**src/rtl/sirv_pwm_dt_pkg.sv**
```systemverilog
// Shared definitions for the PWM dead-time block: channel state encoding,
// default widths and the state-to-gate-drive decode.
package sirv_pwm_dt_pkg;

  localparam int CH_NUM_DEF = 4;
  localparam int DT_W_DEF   = 8;

  localparam logic [2:0] ENC_OFF  = 3'd0;
  localparam logic [2:0] ENC_LO   = 3'd1;
  localparam logic [2:0] ENC_DT_R = 3'd2;
  localparam logic [2:0] ENC_HI   = 3'd3;
  localparam logic [2:0] ENC_DT_F = 3'd4;

  typedef enum logic [2:0] {
    ST_OFF  = ENC_OFF,
    ST_LO   = ENC_LO,
    ST_DT_R = ENC_DT_R,
    ST_HI   = ENC_HI,
    ST_DT_F = ENC_DT_F
  } dt_state_e;

  // Gate drive for a state as {hi, lo}. Only HI and LO drive anything, so
  // the two sides can never be on together.
  function automatic logic [1:0] decode_drive(input dt_state_e s);
    logic [1:0] d;
    d = 2'b00;
    if (s == ST_HI) d = 2'b10;
    if (s == ST_LO) d = 2'b01;
    return d;
  endfunction

endpackage

```
**src/rtl/sirv_pwm_dt_chnl.sv**
```systemverilog
// One complementary gate-drive channel: FSM, dead-time counter and
// registered output decode.
module sirv_pwm_dt_chnl
  import sirv_pwm_dt_pkg::*;
#(
  parameter int DT_W = DT_W_DEF
) (
  input  logic            clk,
  input  logic            rst_n,
  input  logic            pwm_q,   // registered PWM level
  input  logic            run,     // en and no latched fault
  input  logic [DT_W-1:0] dt_cfg,
  output logic            out_hi,
  output logic            out_lo,
  output dt_state_e       state    // exposed for debug / checkers
);

  dt_state_e       state_nxt;
  logic [DT_W-1:0] cnt;
  logic [DT_W-1:0] cnt_nxt;
  logic            dt_zero;
  logic            cnt_last;
  logic [1:0]      drive_nxt;

  assign dt_zero   = (dt_cfg == '0);
  assign cnt_last  = (cnt == DT_W'(1));
  assign drive_nxt = decode_drive(state_nxt);

  // Next-state logic. A disabled or faulted channel drops to OFF from any
  // state and discards a running count. dt_cfg is read only when a count
  // is loaded, so changes mid-count affect only the next dead-time.
  always_comb begin
    state_nxt = state;
    cnt_nxt   = cnt;
    if (!run) begin
      state_nxt = ST_OFF;
      cnt_nxt   = '0;
    end else begin
      case (state)
        ST_OFF: begin
          state_nxt = ST_LO;
        end
        ST_LO: begin
          if (pwm_q) begin
            if (dt_zero) begin
              state_nxt = ST_HI;
            end else begin
              state_nxt = ST_DT_R;
              cnt_nxt   = dt_cfg;
            end
          end
        end
        ST_DT_R: begin
          // A high pulse that ends inside the dead-time is swallowed and
          // the low side comes straight back.
          if (!pwm_q) begin
            state_nxt = ST_LO;
          end else if (cnt_last) begin
            state_nxt = ST_HI;
          end else begin
            cnt_nxt = cnt - DT_W'(1);
          end
        end
        ST_HI: begin
          if (!pwm_q) begin
            if (dt_zero) begin
              state_nxt = ST_LO;
            end else begin
              state_nxt = ST_DT_F;
              cnt_nxt   = dt_cfg;
            end
          end
        end
        ST_DT_F: begin
          if (pwm_q) begin
            state_nxt = ST_HI;
          end else if (cnt_last) begin
            state_nxt = ST_LO;
          end else begin
            cnt_nxt = cnt - DT_W'(1);
          end
        end
        default: begin
          state_nxt = ST_OFF;
          cnt_nxt   = '0;
        end
      endcase
    end
  end

  // State, counter and glitch-free registered gate outputs. The outputs are
  // decoded from the next state so they always match the state register.
  always_ff @(posedge clk or negedge rst_n) begin
    if (!rst_n) begin
      state  <= ST_OFF;
      cnt    <= '0;
      out_hi <= 1'b0;
      out_lo <= 1'b0;
    end else begin
      state  <= state_nxt;
      cnt    <= cnt_nxt;
      out_hi <= drive_nxt[1];
      out_lo <= drive_nxt[0];
    end
  end

endmodule

```
**src/rtl/sirv_pwm_deadtime.sv**
```systemverilog
// PWM dead-time generator: turns each PWM compare output into a
// complementary high/low gate-drive pair with a sticky fault kill.
module sirv_pwm_deadtime
  import sirv_pwm_dt_pkg::*;
#(
  parameter int CH_NUM = CH_NUM_DEF,
  parameter int DT_W   = DT_W_DEF
) (
  input  logic                clk,
  input  logic                rst_n,
  input  logic [CH_NUM-1:0]   pwm_in,
  input  logic                en,
  input  logic [DT_W-1:0]     dt_cfg,
  input  logic                kill,
  input  logic                kill_clr,
  output logic [CH_NUM-1:0]   out_hi,
  output logic [CH_NUM-1:0]   out_lo,
  output logic                kill_sts,
  output logic [3*CH_NUM-1:0] dbg_state  // per-channel state, 3 bits each
);

  logic [CH_NUM-1:0] pwm_q;
  logic              run;

  // Single register stage on the raw PWM levels; all channels see pwm_q.
  always_ff @(posedge clk or negedge rst_n) begin
    if (!rst_n) begin
      pwm_q <= '0;
    end else begin
      pwm_q <= pwm_in;
    end
  end

  // Sticky fault latch. kill takes priority over a simultaneous kill_clr.
  always_ff @(posedge clk or negedge rst_n) begin
    if (!rst_n) begin
      kill_sts <= 1'b0;
    end else if (kill) begin
      kill_sts <= 1'b1;
    end else if (kill_clr) begin
      kill_sts <= 1'b0;
    end
  end

  assign run = en & ~kill_sts;

  for (genvar i = 0; i < CH_NUM; i++) begin : g_ch
    dt_state_e ch_state;

    sirv_pwm_dt_chnl #(
      .DT_W (DT_W)
    ) u_chnl (
      .clk    (clk),
      .rst_n  (rst_n),
      .pwm_q  (pwm_q[i]),
      .run    (run),
      .dt_cfg (dt_cfg),
      .out_hi (out_hi[i]),
      .out_lo (out_lo[i]),
      .state  (ch_state)
    );

    assign dbg_state[3*i +: 3] = ch_state;
  end

endmodule

```
**config.mk**
```make
export PLATFORM = sky130hd
export DESIGN_NAME = sirv_pwm_deadtime
export DESIGN_NICKNAME = d
export VERILOG_FILES = /design/src/rtl/sirv_pwm_dt_pkg.sv /design/src/rtl/sirv_pwm_dt_chnl.sv /design/src/rtl/sirv_pwm_deadtime.sv
export SDC_FILE = /design/constraint.sdc
export NUM_CORES = 1
export LEC_CHECK = 0
export ABC_AREA = 1
export BUFFER_PORTS_ARGS = -buffer_cell sky130_fd_sc_hd__buf_2
export CAP_MARGIN = 20
export CELL_PAD_IN_SITES_DETAIL_PLACEMENT = 2
export CELL_PAD_IN_SITES_GLOBAL_PLACEMENT = 2
export CORE_ASPECT_RATIO = 0.5
export CORE_MARGIN = 8
export CORE_UTILIZATION = 36
export DETAILED_ROUTE_END_ITERATION = 6
export PLACE_DENSITY = 0.93
export RECOVER_POWER = 100
export SKIP_CTS_REPAIR_TIMING = 1
export SYNTH_ARGS = -nofsm -noshare
export SYNTH_HDL_FRONTEND = slang
export SYNTH_SLANG_ARGS = --single-unit
```
**constraint.sdc**
```tcl
create_clock -name clk -period 2.9 [get_ports clk]
set_input_delay 0.435 -clock clk [delete_from_list [all_inputs] [get_ports clk]]
set_output_delay 0.435 -clock clk [all_outputs]
set_load 0.02 [all_outputs]
```
Word-level counts from Yosys, hierarchy flattened
Index checks and enable logic that the tools add are counted.
Cells by class
  $add $sub $neg: 4
  eq/ne operators: 48
  muxes and demuxes: 76
  bitwise logic cells: 2
  reductions and logical operators: 10
Operators by type and width (count)
  8-bit 2-to-1 mux: 28
  8-bit case mux with 5 select lines: 4
  3-bit 2-to-1 mux: 29
  3-bit case mux with 5 select lines: 4
  3-bit != test, second input constant: 16
  3-bit by 2-bit equality test with 1-bit output, second input constant: 12
  8-bit by 1-bit equality test with 1-bit output, second input constant: 4
  8-bit by 1-bit subtractor with 8-bit output, second input constant: 4
  3-bit by 1-bit equality test with 1-bit output, second input constant: 8
  5-bit AND reduction: 4
  2-bit 2-to-1 mux: 8
  3-bit equality test, second input constant: 4
  3-bit logical NOT: 4
  8-bit logical NOT: 1
  2-bit != test, second input constant: 4
  1-bit 2-to-1 mux: 3
  2-bit nonzero test: 1
  1-bit bitwise AND: 1
  1-bit NOT: 1
Storage, ports and cells
  register bits after elaboration: 57
  output and inout port bits: 21
  word-level logic and storage cells: 158

Depth between registers and ports, before layout
  depth after elaboration: 8
  mapped depth: 10

By module
From an unflattened synthesis, not the netlist that was laid out.
Second synthesis, totals
  cell total of the unflattened synthesis: 633
  area, all modules: 4266.6 µm²
Modules (own cells, without submodules)
  sirv_pwm_dt_chnl (g_ch[0].u_chnl ...): instances 2, cells an instance 157, area an instance 1033.5 µm²
  sirv_pwm_dt_chnl (g_ch[2].u_chnl): instances 1, cells an instance 154, area an instance 1028.5 µm²
  sirv_pwm_dt_chnl (g_ch[3].u_chnl): instances 1, cells an instance 154, area an instance 1023.5 µm²
  sirv_pwm_deadtime: instances 1, cells an instance 11, area an instance 147.6 µm²

Worst setup path after synthesis
Ideal clock, no wire load.
  kind: register to register
  start point: register g_ch[1].u_chnl.state[2]
  end point: register g_ch[1].u_chnl.cnt[7]
  arrival time: 1.282 ns
  required time: 2.783 ns
  slack: 1.501 ns
  stages on the path, launching flop included: 8
  buffers on the path: 0
  period minus slack after synthesis: 1.399 ns
  path through: dfrtp_1 inv_1 nand3_1 nand2_2 nand2_1 nand4_2 nand3_1 nand2_1
Between the ends
  longest elaborated chain between the ends: 3
  elaborated cells between the ends (all ways): 13
  those cells by class: eq/ne: 9; mux: 2; reduce/logical: 2
RTL lines
  from (decl): RTL line sirv_pwm_dt_chnl.sv:15  | output dt_state_e state
  from (signal assigned): RTL line sirv_pwm_dt_chnl.sv:100  | state <= state_nxt;
  3-bit equality test (tied with other cells): RTL line sirv_pwm_dt_chnl.sv:39  | case (state)
  3-bit != test (no source line) (tied with other cells)
  5-bit AND reduction (no source line) or 8-bit 2-to-1 mux (tied branches)
  to (signal assigned): RTL line sirv_pwm_dt_chnl.sv:101  | cnt <= cnt_nxt;
  to (decl): RTL line sirv_pwm_dt_chnl.sv:19  | logic [DT_W-1:0] cnt;
Several ways; a longest one is shown, not always the timed one.
A chain may end at the register's enable or synchronous reset.

Worst setup path after layout
  start point: register g_ch[0].u_chnl.cnt[2]
  end point: register g_ch[0].u_chnl.cnt[0]
Between the ends
  longest elaborated chain between the ends: 5
  elaborated cells between the ends (all ways): 6
  those cells by class: eq/ne: 1; mux: 5
RTL lines
  from (decl): RTL line sirv_pwm_dt_chnl.sv:19
  from (signal assigned): RTL line sirv_pwm_dt_chnl.sv:101
  8-bit by 1-bit equality test with 1-bit output (*): RTL line sirv_pwm_dt_chnl.sv:26  | assign cnt_last = (cnt == DT_W'(1));
  8-bit 2-to-1 mux (*)
  8-bit 2-to-1 mux (on tied branches)
  8-bit case mux with 5 select lines (*)
  8-bit 2-to-1 mux (*)
Mark *: on every way between the ends. The rest lies on a longest branch, timed or not. The select of a mux whose other input is x is not followed.

==> summary.md <==
- 9 — count of cells along the worst register-to-register path
- flop — nature of the critical path endpoint
- 570 — Post-Synthesis Cells
- 27 — cell row count
- met5 — highest metal used
- pwm_in[3] — startpoint of the lowest-slack hold path
- 1,287 — Filler Cells Inserted
- 3170 ps — required time at the worst-slack endpoint
- pwm_q[3] — worst-case hold path end point
- 57 — total of flip-flops plus latches after synthesis
- 0 — DRT antenna net count
- 2059 µm² — area occupied by multi-input gates
- 0 — final hold violation count
- 630 — Final nets
- 50 ps — clock-pin slew reported for the worst setup and hold paths after clock tree synthesis
- 36.54% — sequential element share of the synthesized area
- 754 — Final Non-Filler Cells
- 0.5936 mW — Net Switching
- dfrtp_1 — dominant synthesized flop cell
- 11,790 µm — placed wire-length estimate after detailed placement
- 3904 µm² — netlist area before placement
- 7890 µm — detailed route wirelength on metal2
- 2.258 nW — leak pwr
- 0.0002784 V — worst-case vdd ir drop
- 10.3% — combinational share of power
- 36.22% — initial standard-cell utilization of the core
- 24.13% — Global Route Usage Sum
- done — TritonCTS clock tree
- 7.508 ps — clk_skew
- nor2_1, nand2_1, nor2_1, nand2_1, nand2_1, nor2_2, nor2_1, nand2_1, nand2_1 — sequence of cells on the critical path
- 1.614 mW — Internal Pwr Total
- 9 — TritonCTS buffer count
- 3 — depth of the CTS H-tree
- 26,880 µm — first-pass GRT wire length
- 2 — Max Buffers Root-to-Sink
- 81.50% — portion of the clock cycle consumed by the worst path in the final layout
- nand2_1 — most prevalent standard cell on the critical path
- nand2_1 (161), nand3_1 (105), inv_1 (68), nor2_1 (58), dfrtp_1 (57) — commonest cells after routing, fill and taps aside
- 595 — Post-Synthesis Net Count
- 10,780 µm² — area of the core
- 1971 ps — worst-margin pin slew
- 340 ps — Worst-Skew Late Latency
- 10.18% — share of final-layout standard cells stronger than drive strength 1
- simple AND/OR/NAND/NOR gates — family with the most delay on the worst path
- 16,760 µm — wirelength, routed
- 2630 ps — Worst EP arrival
- 233 — DRC marker count from the first detailed-route iteration
- 38 — number of placed I/O pins
- 7715 µm — Met1 Wirelength
- g_ch[0].u_chnl.cnt[0] — end of the worst register-to-register path
- flop — type of origin of the critical path
- 4,725 — via count of the first global-routing pass
- false — setup repair after global routing missed its margin
- 13.40% — relative area change from synthesis to final layout
- 1 — count of cells along the worst hold path
- 498.7 nW/µm² — power density normalized to cell area
- clkbuf_16 — Clock Root Buffer
- 35 — maximum number of pins on one net before global-route repair
- 739 — number of instances in the placed design
- 802 µm — met3 routed WL
- 660 ps — biggest cell delay along the critical path
- nor2_1 — Critical Path Slowest Stage Cell
- 0 — total congestion overflow
- 0 — number of remaining DRC errors
- 5 — first-pass detailed-route iteration total
- 540 ps — FF-to-FF setup slack
- 89.64 µm — die outline height
- 0.8641 — last weighted congestion value of the routability-driven placer
- 0 ps — Setup TNS
- flop to flop — Setup Crit Path Kind
- 26.89% — fraction of power spent switching nets
- finished, violations left — status
- 11 — CP max FO
- 14,630 µm² — Die Area
- 0 — final count of negative-setup-slack endpoints
- 57 — TritonCTS Sinks
- 52.2% — clock network power share
- 0 — number of synthesized flops with an enable pin
- g_ch[0].u_chnl.cnt[2] — launch instance of the worst register-to-register path
- input pin to flop — class of the worst hold path
- 0 — Synthesis Warnings
- nand2_1 — most common cell after layout, fill and taps aside
- 37.5% — sequential group share of total power
- 0 — total buffers and inverters traversed by the critical path
- 29 — Netlist cell types
- 6.849 µm² — Syn Area/Cell
- 100.0% — share of synthesized flip-flops with an asynchronous set or reset
- 4,273 — detailed-route via count
- 2.208 mW — total power of the final layout
- -31.42% — headroom to the max-slew limit
- 22.23 µm — average wire per cell in the routed design
- 2363 ps — min cycle time layout
- 37 — count of buffers from port buffering
- 0.4231 GHz — maximum frequency from static timing analysis
- max-capacitance violations, max-slew violations — failing checks
- 1426 µm² — total area of sequential cells
- 32 — number of slew-limit violations in the final report
- 0 — diodes inserted
- 1 — antenna violations before repair
- 1 — Max Cap Viol
- 163.3 µm — die outline width
- 5.667 — per-cell via count in the routed design
[metal layers]
| metal | global-route usage (%) | vias up |
|---|---|---|
| li1 | - | 1914 |
| met1 | 30.41 | 2193 |
| met2 | 40.65 | 127 |
| met3 | 5.460 | 37 |
| met4 | 8.264 | 2 |
| met5 | 0 | - |
[flip-flops by register name (all words and copies together) (netlist names)]
name,count
pwm_q,4
g_ch.u_chnl.out_hi,4
kill_sts,1
g_ch.u_chnl.cnt,32
g_ch.u_chnl.state,12
g_ch.u_chnl.out_lo,4
[cells by family (layout without fill, tap and decap cells)]
kind of cell	after synthesis	after routing	share of synthesized area, %
and+or+nand+nor	370	370	44.39
buffers and inverters	88	127	9.647
DFF	57	57	36.54
AOI/OAI and AO/OA	46	46	6.634
adders and majority gates	8	8	2.564
xor gates and xnor gates	1	1	0.2244
[worst register-to-register path, cell delays in order (launching register included)]
cell     delay (ps)
dfrtp_1         460
nor2_1          300
nand2_1         120
nor2_1          160
nand2_1          90
nand2_1          90
nor2_2          120
nor2_1          660
nand2_1         180
nand2_1         120
[per-stage QoR]
| step | area (µm²) | setup WS, ps | hold slack (ps) | utilization [%] |
|---|---|---|---|---|
| 2_1_floorplan | 3904 | 1501 | 139.4 | - |
| 3_3_place_gp | 4192 | 1041 | 490.9 | 38.89 |
| 3_5_place_dp | 4192 | 842.2 | 495.2 | 38.89 |
| 4_1_cts | 4507 | 941.2 | 195.8 | 41.82 |
| 5_1_grt | 4427 | 385.7 | 198.2 | 41.08 |
| 6_report | 4427 | 536.6 | 205.0 | 41.08 |
[Yosys cell counts, types with 3 or more instances]
cell / number / area share (%)
buf_4: 8 / 1.5
o21a_1: 4 / 0.77
nand3_2: 3 / 0.77
inv_1: 67 / 6.4
nor3_1: 9 / 1.2
nand4_1: 6 / 0.96
nand2_2: 13 / 2.1
o22ai_1: 9 / 1.4
nand3_1: 105 / 13
nand2_1: 159 / 15
buf_2: 7 / 0.90
nor2_2: 4 / 0.64
dfrtp_1: 57 / 37
ha_1: 8 / 2.6
inv_2: 5 / 0.48
a21oi_1: 11 / 1.4
nor2_1: 56 / 5.4
o21ai_0: 19 / 2.4
nor2_4: 6 / 1.7
[power groups by stage]
stage / Sequential, mW / Combinational [mW] / Clock [mW]
6_report: 0.827 / 0.228 / 1.15
5_1_grt: 0.828 / 0.249 / 1.19
4_1_cts: 0.826 / 0.237 / 1.16
3_5_place_dp: 0.839 / 0.230 / 0
3_3_place_gp: 0.837 / 0.215 / 0
2_1_floorplan: 0.839 / 0.133 / 0
[worst max path at each step]
stage | to | start | cells after the start
after floorplan | g_ch[1].u_chnl.cnt[7] | g_ch[1].u_chnl.state[2] | 7
after global placement | g_ch[3].u_chnl.out_lo | en | 6
after detailed placement | g_ch[2].u_chnl.cnt[1] | en | 8
after CTS | g_ch[2].u_chnl.cnt[0] | kill_sts | 6
after global routing | g_ch[2].u_chnl.cnt[1] | rst_n | 2
final | g_ch[0].u_chnl.cnt[0] | g_ch[0].u_chnl.cnt[2] | 9
[cell type report]
| type | instances | share of cell area [%] |
|---|---|---|
| tap | 145 | 4.098 |
| sequential | 57 | 32.22 |
| multi-input combinational | 425 | 46.52 |
| clock buffer | 13 | 6.331 |
| timing repair buffer | 40 | 3.929 |
| inverter | 72 | 6.105 |
| clock inverter | 2 | 0.7914 |
Power figures use the tool's default switching activity.
